--- src/rtl/mult_arbiter_if.sv ---
// Signal bundle between mult_arbiter, its two requesting channels and the 8x8 multiplier core.
// The master modport is the arbiter's view; slave is the environment's view.
interface mult_arbiter_if;
    logic        req0;
    logic        req1;
    logic [7:0]  a0;
    logic [7:0]  b0;
    logic [7:0]  a1;
    logic [7:0]  b1;
    logic        gnt0;
    logic        gnt1;
    logic        rsp_valid0;
    logic        rsp_valid1;
    logic [15:0] rsp_product;
    logic        rsp_err;
    logic        mult_start;
    logic [7:0]  mult_dataa;
    logic [7:0]  mult_datab;
    logic        mult_done;
    logic [15:0] mult_product;
    logic        busy;

    modport master (
        input  req0, req1, a0, b0, a1, b1, mult_done, mult_product,
        output gnt0, gnt1, rsp_valid0, rsp_valid1, rsp_product, rsp_err,
               mult_start, mult_dataa, mult_datab, busy
    );

    modport slave (
        output req0, req1, a0, b0, a1, b1, mult_done, mult_product,
        input  gnt0, gnt1, rsp_valid0, rsp_valid1, rsp_product, rsp_err,
               mult_start, mult_dataa, mult_datab, busy
    );
endinterface

--- src/rtl/mult_arbiter.sv ---
// Round-robin arbiter sharing one 8x8 multiplier core between two request channels.
// Optional WAIT-state abort after TIMEOUT_CYCLES is enabled by defining MULT_ARB_TIMEOUT_EN.
module mult_arbiter #(
    parameter int unsigned TIMEOUT_CYCLES = 16
) (
    input  logic           clk,
    input  logic           reset_a,
    mult_arbiter_if.master bus
);

    typedef enum logic [1:0] {IDLE, START, WAIT, RESP} state_t;

    state_t      state_q;
    logic        owner_q;
    logic        lastServed_q;
    logic        gnt0_q;
    logic        gnt1_q;
    logic        multStart_q;
    logic        rspValid0_q;
    logic        rspValid1_q;
    logic        busy_q;
    logic [7:0]  dataA_q;
    logic [7:0]  dataB_q;
    logic [15:0] rspProduct_q;
    logic        winner_d;

    if (TIMEOUT_CYCLES < 2 || TIMEOUT_CYCLES > 255) begin : gBadTimeout
        $error("mult_arbiter: TIMEOUT_CYCLES must lie in 2..255");
    end

`ifdef MULT_ARB_TIMEOUT_EN
    logic [7:0] waitCnt_q;
    logic       rspErr_q;
    assign bus.rsp_err = rspErr_q;
`else
    assign bus.rsp_err = 1'b0;
`endif

    // Contention goes to the channel that was not served most recently.
    always_comb begin
        winner_d = 1'b0;
        if (bus.req0 && bus.req1) begin
            winner_d = ~lastServed_q;
        end else if (bus.req1) begin
            winner_d = 1'b1;
        end
    end

    always_ff @(posedge clk) begin
        if (reset_a) begin
            state_q      <= IDLE;
            owner_q      <= 1'b0;
            lastServed_q <= 1'b1;
            gnt0_q       <= 1'b0;
            gnt1_q       <= 1'b0;
            multStart_q  <= 1'b0;
            rspValid0_q  <= 1'b0;
            rspValid1_q  <= 1'b0;
            busy_q       <= 1'b0;
            dataA_q      <= '0;
            dataB_q      <= '0;
            rspProduct_q <= '0;
`ifdef MULT_ARB_TIMEOUT_EN
            waitCnt_q    <= '0;
            rspErr_q     <= 1'b0;
`endif
        end else begin
            case (state_q)
                IDLE: begin
                    if (bus.req0 || bus.req1) begin
                        state_q     <= START;
                        owner_q     <= winner_d;
                        gnt0_q      <= ~winner_d;
                        gnt1_q      <= winner_d;
                        multStart_q <= 1'b1;
                        busy_q      <= 1'b1;
                        dataA_q     <= winner_d ? bus.a1 : bus.a0;
                        dataB_q     <= winner_d ? bus.b1 : bus.b0;
                    end
                end
                START: begin
                    gnt0_q      <= 1'b0;
                    gnt1_q      <= 1'b0;
                    multStart_q <= 1'b0;
                    state_q     <= WAIT;
                end
                WAIT: begin
                    // A completion in the same cycle as the timeout takes priority.
                    if (bus.mult_done) begin
                        state_q      <= RESP;
                        rspProduct_q <= bus.mult_product;
                        rspValid0_q  <= ~owner_q;
                        rspValid1_q  <= owner_q;
`ifdef MULT_ARB_TIMEOUT_EN
                        rspErr_q     <= 1'b0;
                        waitCnt_q    <= '0;
                    end else if (waitCnt_q == 8'(TIMEOUT_CYCLES - 1)) begin
                        state_q      <= RESP;
                        rspProduct_q <= '0;
                        rspValid0_q  <= ~owner_q;
                        rspValid1_q  <= owner_q;
                        rspErr_q     <= 1'b1;
                        waitCnt_q    <= '0;
                    end else begin
                        waitCnt_q    <= waitCnt_q + 8'd1;
`endif
                    end
                end
                RESP: begin
                    rspValid0_q  <= 1'b0;
                    rspValid1_q  <= 1'b0;
                    lastServed_q <= owner_q;
                    busy_q       <= 1'b0;
                    state_q      <= IDLE;
                end
                default: begin
                    state_q <= IDLE;
                end
            endcase
        end
    end

    assign bus.gnt0        = gnt0_q;
    assign bus.gnt1        = gnt1_q;
    assign bus.mult_start  = multStart_q;
    assign bus.mult_dataa  = dataA_q;
    assign bus.mult_datab  = dataB_q;
    assign bus.rsp_valid0  = rspValid0_q;
    assign bus.rsp_valid1  = rspValid1_q;
    assign bus.rsp_product = rspProduct_q;
    assign bus.busy        = busy_q;

endmodule

--- src/flat_wrapper.sv ---
// flat-port wrapper written by rule: the top's interface ports become plain ports
module mult_arbiter_flat 
#(
    parameter int unsigned TIMEOUT_CYCLES = 16
)
  (clk, reset_a, bus_req0, bus_req1, bus_a0, bus_b0, bus_a1, bus_b1, bus_mult_done, bus_mult_product, bus_gnt0, bus_gnt1, bus_rsp_valid0, bus_rsp_valid1, bus_rsp_product, bus_rsp_err, bus_mult_start, bus_mult_dataa, bus_mult_datab, bus_busy);
  mult_arbiter_if bus_i ();
  input  logic clk;
  input  logic reset_a;
  input wire logic [$bits(bus_i.req0)-1:0] bus_req0;
  input wire logic [$bits(bus_i.req1)-1:0] bus_req1;
  input wire logic [$bits(bus_i.a0)-1:0] bus_a0;
  input wire logic [$bits(bus_i.b0)-1:0] bus_b0;
  input wire logic [$bits(bus_i.a1)-1:0] bus_a1;
  input wire logic [$bits(bus_i.b1)-1:0] bus_b1;
  input wire logic [$bits(bus_i.mult_done)-1:0] bus_mult_done;
  input wire logic [$bits(bus_i.mult_product)-1:0] bus_mult_product;
  output wire logic [$bits(bus_i.gnt0)-1:0] bus_gnt0;
  output wire logic [$bits(bus_i.gnt1)-1:0] bus_gnt1;
  output wire logic [$bits(bus_i.rsp_valid0)-1:0] bus_rsp_valid0;
  output wire logic [$bits(bus_i.rsp_valid1)-1:0] bus_rsp_valid1;
  output wire logic [$bits(bus_i.rsp_product)-1:0] bus_rsp_product;
  output wire logic [$bits(bus_i.rsp_err)-1:0] bus_rsp_err;
  output wire logic [$bits(bus_i.mult_start)-1:0] bus_mult_start;
  output wire logic [$bits(bus_i.mult_dataa)-1:0] bus_mult_dataa;
  output wire logic [$bits(bus_i.mult_datab)-1:0] bus_mult_datab;
  output wire logic [$bits(bus_i.busy)-1:0] bus_busy;
  assign bus_i.req0 = bus_req0;
  assign bus_i.req1 = bus_req1;
  assign bus_i.a0 = bus_a0;
  assign bus_i.b0 = bus_b0;
  assign bus_i.a1 = bus_a1;
  assign bus_i.b1 = bus_b1;
  assign bus_i.mult_done = bus_mult_done;
  assign bus_i.mult_product = bus_mult_product;
  assign bus_gnt0 = bus_i.gnt0;
  assign bus_gnt1 = bus_i.gnt1;
  assign bus_rsp_valid0 = bus_i.rsp_valid0;
  assign bus_rsp_valid1 = bus_i.rsp_valid1;
  assign bus_rsp_product = bus_i.rsp_product;
  assign bus_rsp_err = bus_i.rsp_err;
  assign bus_mult_start = bus_i.mult_start;
  assign bus_mult_dataa = bus_i.mult_dataa;
  assign bus_mult_datab = bus_i.mult_datab;
  assign bus_busy = bus_i.busy;
  mult_arbiter #(.TIMEOUT_CYCLES(TIMEOUT_CYCLES)) u_core (.clk(clk), .reset_a(reset_a), .bus(bus_i));
endmodule
--- config.mk ---
export PLATFORM = sky130hd
export DESIGN_NAME = mult_arbiter_flat
export DESIGN_NICKNAME = d
export VERILOG_FILES = /design/src/rtl/mult_arbiter_if.sv /design/src/rtl/mult_arbiter.sv /design/src/flat_wrapper.sv
export SDC_FILE = /design/constraint.sdc
export NUM_CORES = 1
export LEC_CHECK = 0
export CORE_ASPECT_RATIO = 2
export CORE_MARGIN = 10
export CORE_UTILIZATION = 39
export DETAILED_ROUTE_END_ITERATION = 6
export GPL_TIMING_DRIVEN = 0
export PLACE_DENSITY = 0.79
export SLEW_MARGIN = 20
export SYNTH_ARGS = -nofsm -noshare
export SYNTH_HDL_FRONTEND = slang
export SYNTH_SLANG_ARGS = --single-unit
--- constraint.sdc ---
create_clock -name clk -period 1.5 [get_ports clk]
set_input_delay 0.45 -clock clk [delete_from_list [all_inputs] [get_ports clk]]
set_output_delay 0.45 -clock clk [all_outputs]
set_load 0.01 [all_outputs]
* Word-level counts from Yosys, hierarchy flattened
Index checks and enable logic that the tools add are counted. W data, S select, Z words.
Cells by class: eq/ne operators 5, mux-type cells 18, reductions and logical operators 12, bitwise logic cells 3
Operator list (number):
- $mux W8 | 2
- $pmux W1 S2 | 6
- $reduce_and A2 Y1 | 6
- $pmux W2 S4 | 1
- $mux W1 | 7
- $reduce_bool A2 Y1 | 3
- $eq A2 B2 Y1 const B | 2
- $mux W2 | 2
- $not A1 Y1 | 3
- $eq A2 B1 Y1 const B | 1
- $logic_not A2 Y1 | 1
- $ne A2 B1 Y1 const B | 1
- $ne A2 B2 Y1 const B | 1
- $logic_and A1 B1 Y1 | 1
- $logic_or A1 B1 Y1 | 1
Storage, ports and cells: output and inout port bits 39, word-level logic and storage cells 50, register bits 42, input bits 53

* Longest topological paths before layout
Gate-level depths: netlist (run 1).
depth in word-level cells 5, depth in mapped cells 7, depth with buffers taken out 5

* Least setup slack after synthesis (run 1)
Ideal clock, no wire load.
kind reg2reg, start register u_core.state_q[0], end register u_core.busy_q (netlist: u_core.bus.busy), cell stages (with the launch flop) 6, data required time 1.430 ns, setup slack 0.090 ns, data arrival time 1.340 ns, period minus slack after synthesis 1.410 ns, path buffers 0, cells stage by stage dfxtp_1 inv_1 ha_1 nor3b_2 or3_1 a21oi_1
Between the ends: longest elaborated chain between the ends 3
RTL lines:
- start, declared | line mult_arbiter.sv:13 | state_t state_q;
- start signal, assigned | line mult_arbiter.sv:51 | state_q <= IDLE;
- start signal, assigned | line mult_arbiter.sv:71 | state_q <= START;
- start signal, assigned | line mult_arbiter.sv:85 | state_q <= WAIT;
- $eq A2 B2 Y1 / $logic_not A2 Y1 (equally long branches) | line mult_arbiter.sv:68 | case (state_q)
- $reduce_bool A2 Y1 (no source line) / $ne A2 B1 Y1 (equally long branches)
- $reduce_and A2 Y1 (no source line)
- end signal, assigned | line mult_arbiter.sv:59 | busy_q <= 1'b0;
- end signal, assigned | line mult_arbiter.sv:76 | busy_q <= 1'b1;
- end signal, assigned | line mult_arbiter.sv:113 | busy_q <= 1'b0;
- end, declared | line mult_arbiter.sv:21 | logic busy_q;
Parallel ways exist; a longest one is shown, timed or not. A chain may end at the register's enable or synchronous reset.

* Worst setup path in the final report (run 1)
start register u_core.state_q[0], end register u_core.rspProduct_q[9] (netlist: u_core.bus.rsp_product[9])
Between the ends: longest elaborated chain between the ends 2
RTL lines:
- $eq A2 B2 Y1 | line mult_arbiter.sv:68
- $reduce_and A2 Y1 (no source line)
- end signal, assigned | line mult_arbiter.sv:91 | rspProduct_q <= bus.mult_product;
- end, declared | line mult_arbiter.sv:24 | logic [15:0] rspProduct_q;
Every way passes these cells.

==> impl_metrics.yaml, run 1 <==
status:
  status: "finished, final reports clean"
setup_path:
  path_max_fanout: 10
  worstPathRequired_ns: 1.72
  worstSetupEndpointType: "flip-flop"
  critPathLaunchType: "flip-flop"
  arrival_ns: 1.63
  critical_path_class: "flip-flop to flip-flop"
cells_and_area:
  area_growth_syn_to_layout_pct: 63.30
  layout_common_cells: "a21oi_1 (54), nand2_1 (53), clkdlybuf4s50_1 (49)"
  diodes: 0
  seq_area_um2: 843.3
  multi_input_area_um2: 854.6
  nNetsFinal: 375
  final_layout_size_suffix_gt1_share_pct: 10.09
  final_common_cell: "a21oi_1"
  fillers: 389
cts:
  clk_latency_ns: 0.29
  clk_pin_slew_worst_paths_ns: 0.09
  cts_buffers: 5
  cts.path.max_buffers: 2
  cts_max_level: 2
  cts_tree: "built"
  cts.sinks: 42
  root_buffer: "clkbuf_8"
global_routing:
  grt_most_used_layer: "met2"
  gr-usage-met1_pct: 13.43
  grt_max_degree: 14
  grt_pass1_vias: 1834
  use_met3_pct: 4.873
  antenna_found_initial: 0
  grt_use_met2_pct: 24.13
  grt_overflow_total: 0
  grt.total_usage_pct: 13.53
  grt_pass1_wl_mm: 8.438
logic_synthesis:
  synth_sequential_area_ratio_pct: 47.80
  synth_seq_cells: 42
  netlist_area_um2: 1759
  synth.distinct_cells: 26
  avgSynthCellArea_um2: 8.107
  yosys-top-cells-area: "dfxtp_1 (48%), a21oi_1 (15%), nand2_1 (12%)"
  synth_cells: 217
  yosysTopAreaCellShare_pct: 47.80
  syn_nets: 276
  yosys.area.top_type: "dfxtp_1"
  yosysWarnings: 0
die:
  initial_core_util_pct: 40.54
  rows: 34
  die_area_um2: 7760
  coreArea_um2: 4339
  die_x_um: 67.49
  io_pins: 92
  die_y_um: 115.0
power_and_ir_drop:
  power.leakage_nw: 1.279
  power.density_nw_per_um2: 1438
  ir_drop_mv: 1.073
sta:
  layout_setup_ws_ns: 0.08655
  finalClockSkew_ns: 0.01450
  fmax_ghz: 0.7075
  hold_viol: 0
  setup-violations-final: 0
  post-route-period-util_pct: 94.23
  period_needed_ns: 1.413
  setup_tns_ns: 0
  slew_viol_final: 0
job:
  max_cap_viol_count: 0
drt:
  drc: 0
  dr_total_vias: 1818
  routed_wl_mm: 5.297
  dr.first_iter.drc_count: 67
  wl_per_cell_um: 14.28
  postRouteAntennaNets: 0
  viasPerCell: 4.900
  firstDrtPassIters: 4
placed_design:
  place.gp.congestion: 0.7788
  hpwlAfterDp_mm: 4.199
  port_buffers: 90
  preCtsSetupSlack_ns: -0.4567
worst_hold_path:
  min_path_type: "flip-flop to flip-flop"
[layout make-up]
type	count	area share, %
Timing Repair Buffer	92	30.66
Tap cell	54	2.352
Multi-Input combinational cell	156	29.75
Buffer	13	3.267
Clock inverter	2	1.307
Clock buffer	6	2.526
Sequential cell	42	29.36
Inverter	6	0.7840
[worst max-delay path: stages (launching register included)]
cell	delay (ns)
dfxtp_2	0.36
inv_2	0.10
ha_2	0.23
and2_1	0.14
clkbuf_4	0.18
buf_6	0.15
nand2_1	0.06
a21oi_1	0.11
[what timing repair did]
action,in CTS,in global routing
buffers inserted,2,0
gates resized for setup,48,13
gates cloned,0,0
hold buffers,0,0
setup endpoints to repair,65,34
pin swaps,1,0
[Yosys cell counts]
master / n
clkbuf_1: 4
nand2_1: 54
o21a_2: 1
dfxtp_1: 42
inv_1: 6
conb_1: 1
a32oi_1: 1
o21a_1: 1
and2_1: 1
o31a_1: 1
a21boi_4: 1
a22oi_1: 1
a21oi_1: 54
nor2_1: 4
or3_1: 2
o21ai_2: 1
nand3_1: 2
buf_1: 1
nor3b_2: 1
ha_1: 6
buf_4: 3
a21bo_2: 1
mux2i_1: 3
buf_6: 2
o21ai_0: 20
buf_2: 3
[registers in the layout, indices dropped and copies added, names as in the netlist, 2 cells and up]
signal and cells:
u_core.bus.mult_datab 8, u_core.state_q 2, u_core.bus.rsp_product 16, u_core.bus.mult_dataa 8
[worst paths after layout]
check / cells past startpoint / start / slack, ns / endpoint
hold reg to reg: 2 / u_core.bus.rsp_product[13]$_SDFFE_PP0P_ / 0.45 / u_core.bus.rsp_product[13]$_SDFFE_PP0P_
setup / recovery: 7 / u_core.state_q[0]$_SDFFE_PP0P_ / 0.09 / u_core.bus.rsp_product[9]$_SDFFE_PP0P_
setup reg to reg: 7 / u_core.state_q[0]$_SDFFE_PP0P_ / 0.09 / u_core.bus.rsp_product[9]$_SDFFE_PP0P_
hold / removal: 2 / u_core.bus.rsp_product[13]$_SDFFE_PP0P_ / 0.45 / u_core.bus.rsp_product[13]$_SDFFE_PP0P_
[per-stage QoR]
stage / util [%] / cells / hold slack [ns] / total power (W) / cell area [um^2]
after floorplan: - / 217 / 0.4745 / 0.002467 / 1759
after CTS: 65.57 / 371 / 0.4550 / 0.004104 / 2845
after global routing: 66.21 / 371 / 0.4738 / 0.004447 / 2873
after global placement: 62.86 / 361 / 0.4401 / 0.003279 / 2728
final: 66.21 / 371 / 0.4520 / 0.004132 / 2873
after detailed placement: 62.86 / 361 / 0.4464 / 0.003304 / 2728
[report_power, final]
group,internal (W),switching [W],total [W],leakage [nW]
Combinational,0.000828,0.000902,0.00173,0.883
Clock,0.000496,0.000366,0.000863,0.0514
Sequential,0.00139,0.000148,0.00154,0.345
Total,0.00272,0.00142,0.00413,1.28
[metal layers]
metal | up-vias | wire (um)
li1 | 932 | -
met1 | 811 | 1854
met2 | 67 | 2819
met3 | 8 | 499
met4 | 0 | 123
met5 | - | 0
[kinds of logic after synthesis]
family | synth area share, %
adders and majority gates | 4.267
other | 0.2132
muxes | 1.707
AOI/OAI and AO/OA | 25.53
DFF | 47.80
and+or+nand+nor | 14.72
buffers and inverters | 5.760
(Power assumes the default switching activity.)
==> run 2, diff against run 1 <==
--- a/config.mk
+++ b/config.mk
@@ -6,11 +6,12 @@
 export NUM_CORES = 1
 export LEC_CHECK = 0
 export CORE_ASPECT_RATIO = 2
-export CORE_MARGIN = 10
+export CORE_MARGIN = 5
 export CORE_UTILIZATION = 39
 export DETAILED_ROUTE_END_ITERATION = 6
 export GPL_TIMING_DRIVEN = 0
 export PLACE_DENSITY = 0.79
+export SKIP_LAST_GASP = 1
 export SLEW_MARGIN = 20
 export SYNTH_ARGS = -nofsm -noshare
 export SYNTH_HDL_FRONTEND = slang
==> run 2 against run 1 <==
Register-to-register slack got worse by 0.02 ns. Highest routed layer unchanged. Combinational power about the same. Routed wire length decreased by 5.1%. Count of clock-buffer cells in the layout increased by 1. Largest cell class unchanged. Final area decreased by 1.4%. Clock power decreased by 21%. First-iteration DRC count decreased by 40%. Die area decreased by 22%. Sequential share of layout area increased by 0.52 points. Critical path depth decreased by 2. Sequential power about the same.
==> impl_metrics.yaml, run 2 (same netlist as run 1, synthesis figures left out) <==
status:
  status: "finished, final reports clean"
global_routing:
  antenna_found_initial: 0
  grt_max_degree: 18
  grt_pass1_wl_mm: 7.921
  grt_pass1_vias: 1810
  grt.total_usage_pct: 16.56
  grt_overflow_total: 0
sta:
  rsz0062_at_grt: "no"
  fin_hold_ws_ns: 0.4516
  setup_tns_ns: 0
  period_needed_ns: 1.431
  post-route-period-util_pct: 95.39
  fmax_ghz: 0.6989
  slew_viol_final: 0
  setup-violations-final: 0
  finalClockSkew_ns: 0.01024
  hold_viol: 0
placed_design:
  port_buffers: 90
  hpwlAfterDp_mm: 3.871
  place.gp.congestion: 0.7305
  placed_cells_incl_taps: 361
setup_path:
  arrival_ns: 1.65
  critPathLaunchType: "flip-flop"
  critPathLaunch: "u_core.state_q[0]$_SDFFE_PP0P_"
  worstSetupEndpointType: "flip-flop"
  worstPathRequired_ns: 1.72
  crit_chain: "inv_2 -> ha_4 -> nor3b_4 -> or3_4 -> a21oi_2"
  path_max_fanout: 7
  worstReg2RegStart: "u_core.state_q[0]$_SDFFE_PP0P_"
  slowest_stage: "dfxtp_2"
  critical_path_class: "flip-flop to flip-flop"
  slowest_delay_ns: 0.38
cts:
  holdBufCountCts: 0
  cts_tree: "built"
  clk_latency_ns: 0.29
  cts_buffers: 5
  clk_pin_slew_worst_paths_ns: 0.07
  root_buffer: "clkbuf_8"
  cts.path.max_buffers: 2
  cts_max_level: 2
  cts.sinks: 42
drt:
  postRouteAntennaNets: 0
  firstDrtPassIters: 4
  dr.first_iter.drc_count: 40
  dr_total_vias: 1803
  routed_wl_mm: 5.027
  viasPerCell: 4.873
  wl_per_cell_um: 13.59
  drc: 0
die:
  initial_core_util_pct: 40.15
  coreArea_um2: 4382
  io_pins: 92
  rows: 34
  die_y_um: 105.0
  die_x_um: 57.49
  die_area_um2: 6035
worst_hold_path:
  min_from: "u_core.bus.rsp_product[8]$_SDFFE_PP0P_"
  min_path_type: "flip-flop to flip-flop"
power_and_ir_drop:
  combPwrFrac_pct: 43.7
  seqPwrFrac_pct: 39.1
  power.density_nw_per_um2: 1397
  finalPower_w: 0.003957
  ir_drop_mv: 0.8106
  switching_share_pct: 35.51
  p_int_w: 0.002552
  power.share.clock_pct: 17.2
  power.leakage_nw: 1.254
  p_switching_w: 0.001405
cells_and_area:
  stdcell_count: 370
  fillers: 396
  area_growth_syn_to_layout_pct: 60.95
  nNetsFinal: 375
  largest_reg_flops: 16
  diodes: 0
  layout_common_cells: "nand2_1 (53), a21oi_1 (53), clkdlybuf4s50_1 (50)"
  final_layout_size_suffix_gt1_share_pct: 10.13
job:
  max_cap_viol_count: 0
run 2: what timing repair did:
| item | CTS | global route |
|---|---|---|
| buffers inserted | 3 | 0 |
| pin swaps | 1 | 2 |
| endpoints found under the setup margin | 64 | 36 |
| gates resized for setup | 50 | 12 |
run 2: critical path, delay by kind of cell (launching register included):
family	cells	cell delay, ns
and+or+nand+nor	2	0.56
AOI/OAI and AO/OA	1	0.15
buffers and inverters	1	0.08
adders and majority gates	1	0.19
DFF	1	0.38
run 2: stage by stage:
step	area, um^2	utilization [%]	setup WS [ns]
2_1_floorplan	1759	-	0.08986
3_3_place_gp	2728	62.25	-0.4160
3_5_place_dp	2728	62.25	-0.4481
4_1_cts	2813	64.19	0.003932
5_1_grt	2831	64.62	0.007015
6_report	2831	64.62	0.06916
run 2: area by class of cell:
| cell class | count | area [um^2] | share of cell area (%) |
|---|---|---|---|
| Inverter | 6 | 22.52 | 0.7954 |
| Timing Repair Buffer | 93 | 873.3 | 30.84 |
| Tap cell | 54 | 67.56 | 2.386 |
| Buffer | 12 | 82.58 | 2.916 |
| Clock buffer | 7 | 76.32 | 2.696 |
| Multi-Input combinational cell | 156 | 863.3 | 30.49 |
| Sequential cell | 42 | 845.8 | 29.87 |
run 2: power groups by stage:
stage               registers [W]  logic [W]  clock network (W)
finish                    0.00155    0.00173           0.000679
CTS                       0.00154    0.00170           0.000700
detailed placement        0.00156    0.00174                  0
global placement          0.00155    0.00172                  0
global route              0.00158    0.00192           0.000749
floorplan                 0.00166   0.000812                  0
run 2: layer usage:
layer | wire, um | up-vias | share of wire, % | global-route usage (%)
met5 | 0 | - | 0 | 0
met4 | 132 | 0 | 2.6 | 7.629
met3 | 407 | 11 | 8.1 | 5.309
met2 | 2814 | 72 | 56 | 31.47
met1 | 1673 | 796 | 33 | 14.96
li1 | - | 924 | - | -
run 2: path summary, 6_finish.rpt:
path | to | slack [ns] | cells after the start
max | u_core.bus.busy$_SDFFE_PP0P_ | 0.07 | 5
min | u_core.bus.rsp_product[8]$_SDFFE_PP0P_ | 0.45 | 2
max reg2reg | u_core.bus.busy$_SDFFE_PP0P_ | 0.07 | 5
min reg2reg | u_core.bus.rsp_product[8]$_SDFFE_PP0P_ | 0.45 | 2
==> run 3, diff against run 2 <==
--- a/config.mk
+++ b/config.mk
@@ -12,7 +12,6 @@
 export GPL_TIMING_DRIVEN = 0
 export PLACE_DENSITY = 0.79
 export SKIP_LAST_GASP = 1
-export SLEW_MARGIN = 20
 export SYNTH_ARGS = -nofsm -noshare
 export SYNTH_HDL_FRONTEND = slang
 export SYNTH_SLANG_ARGS = --single-unit
==> results of run 3 <==
Same layout as run 2: the final DEF is identical, and so are final timing and power.
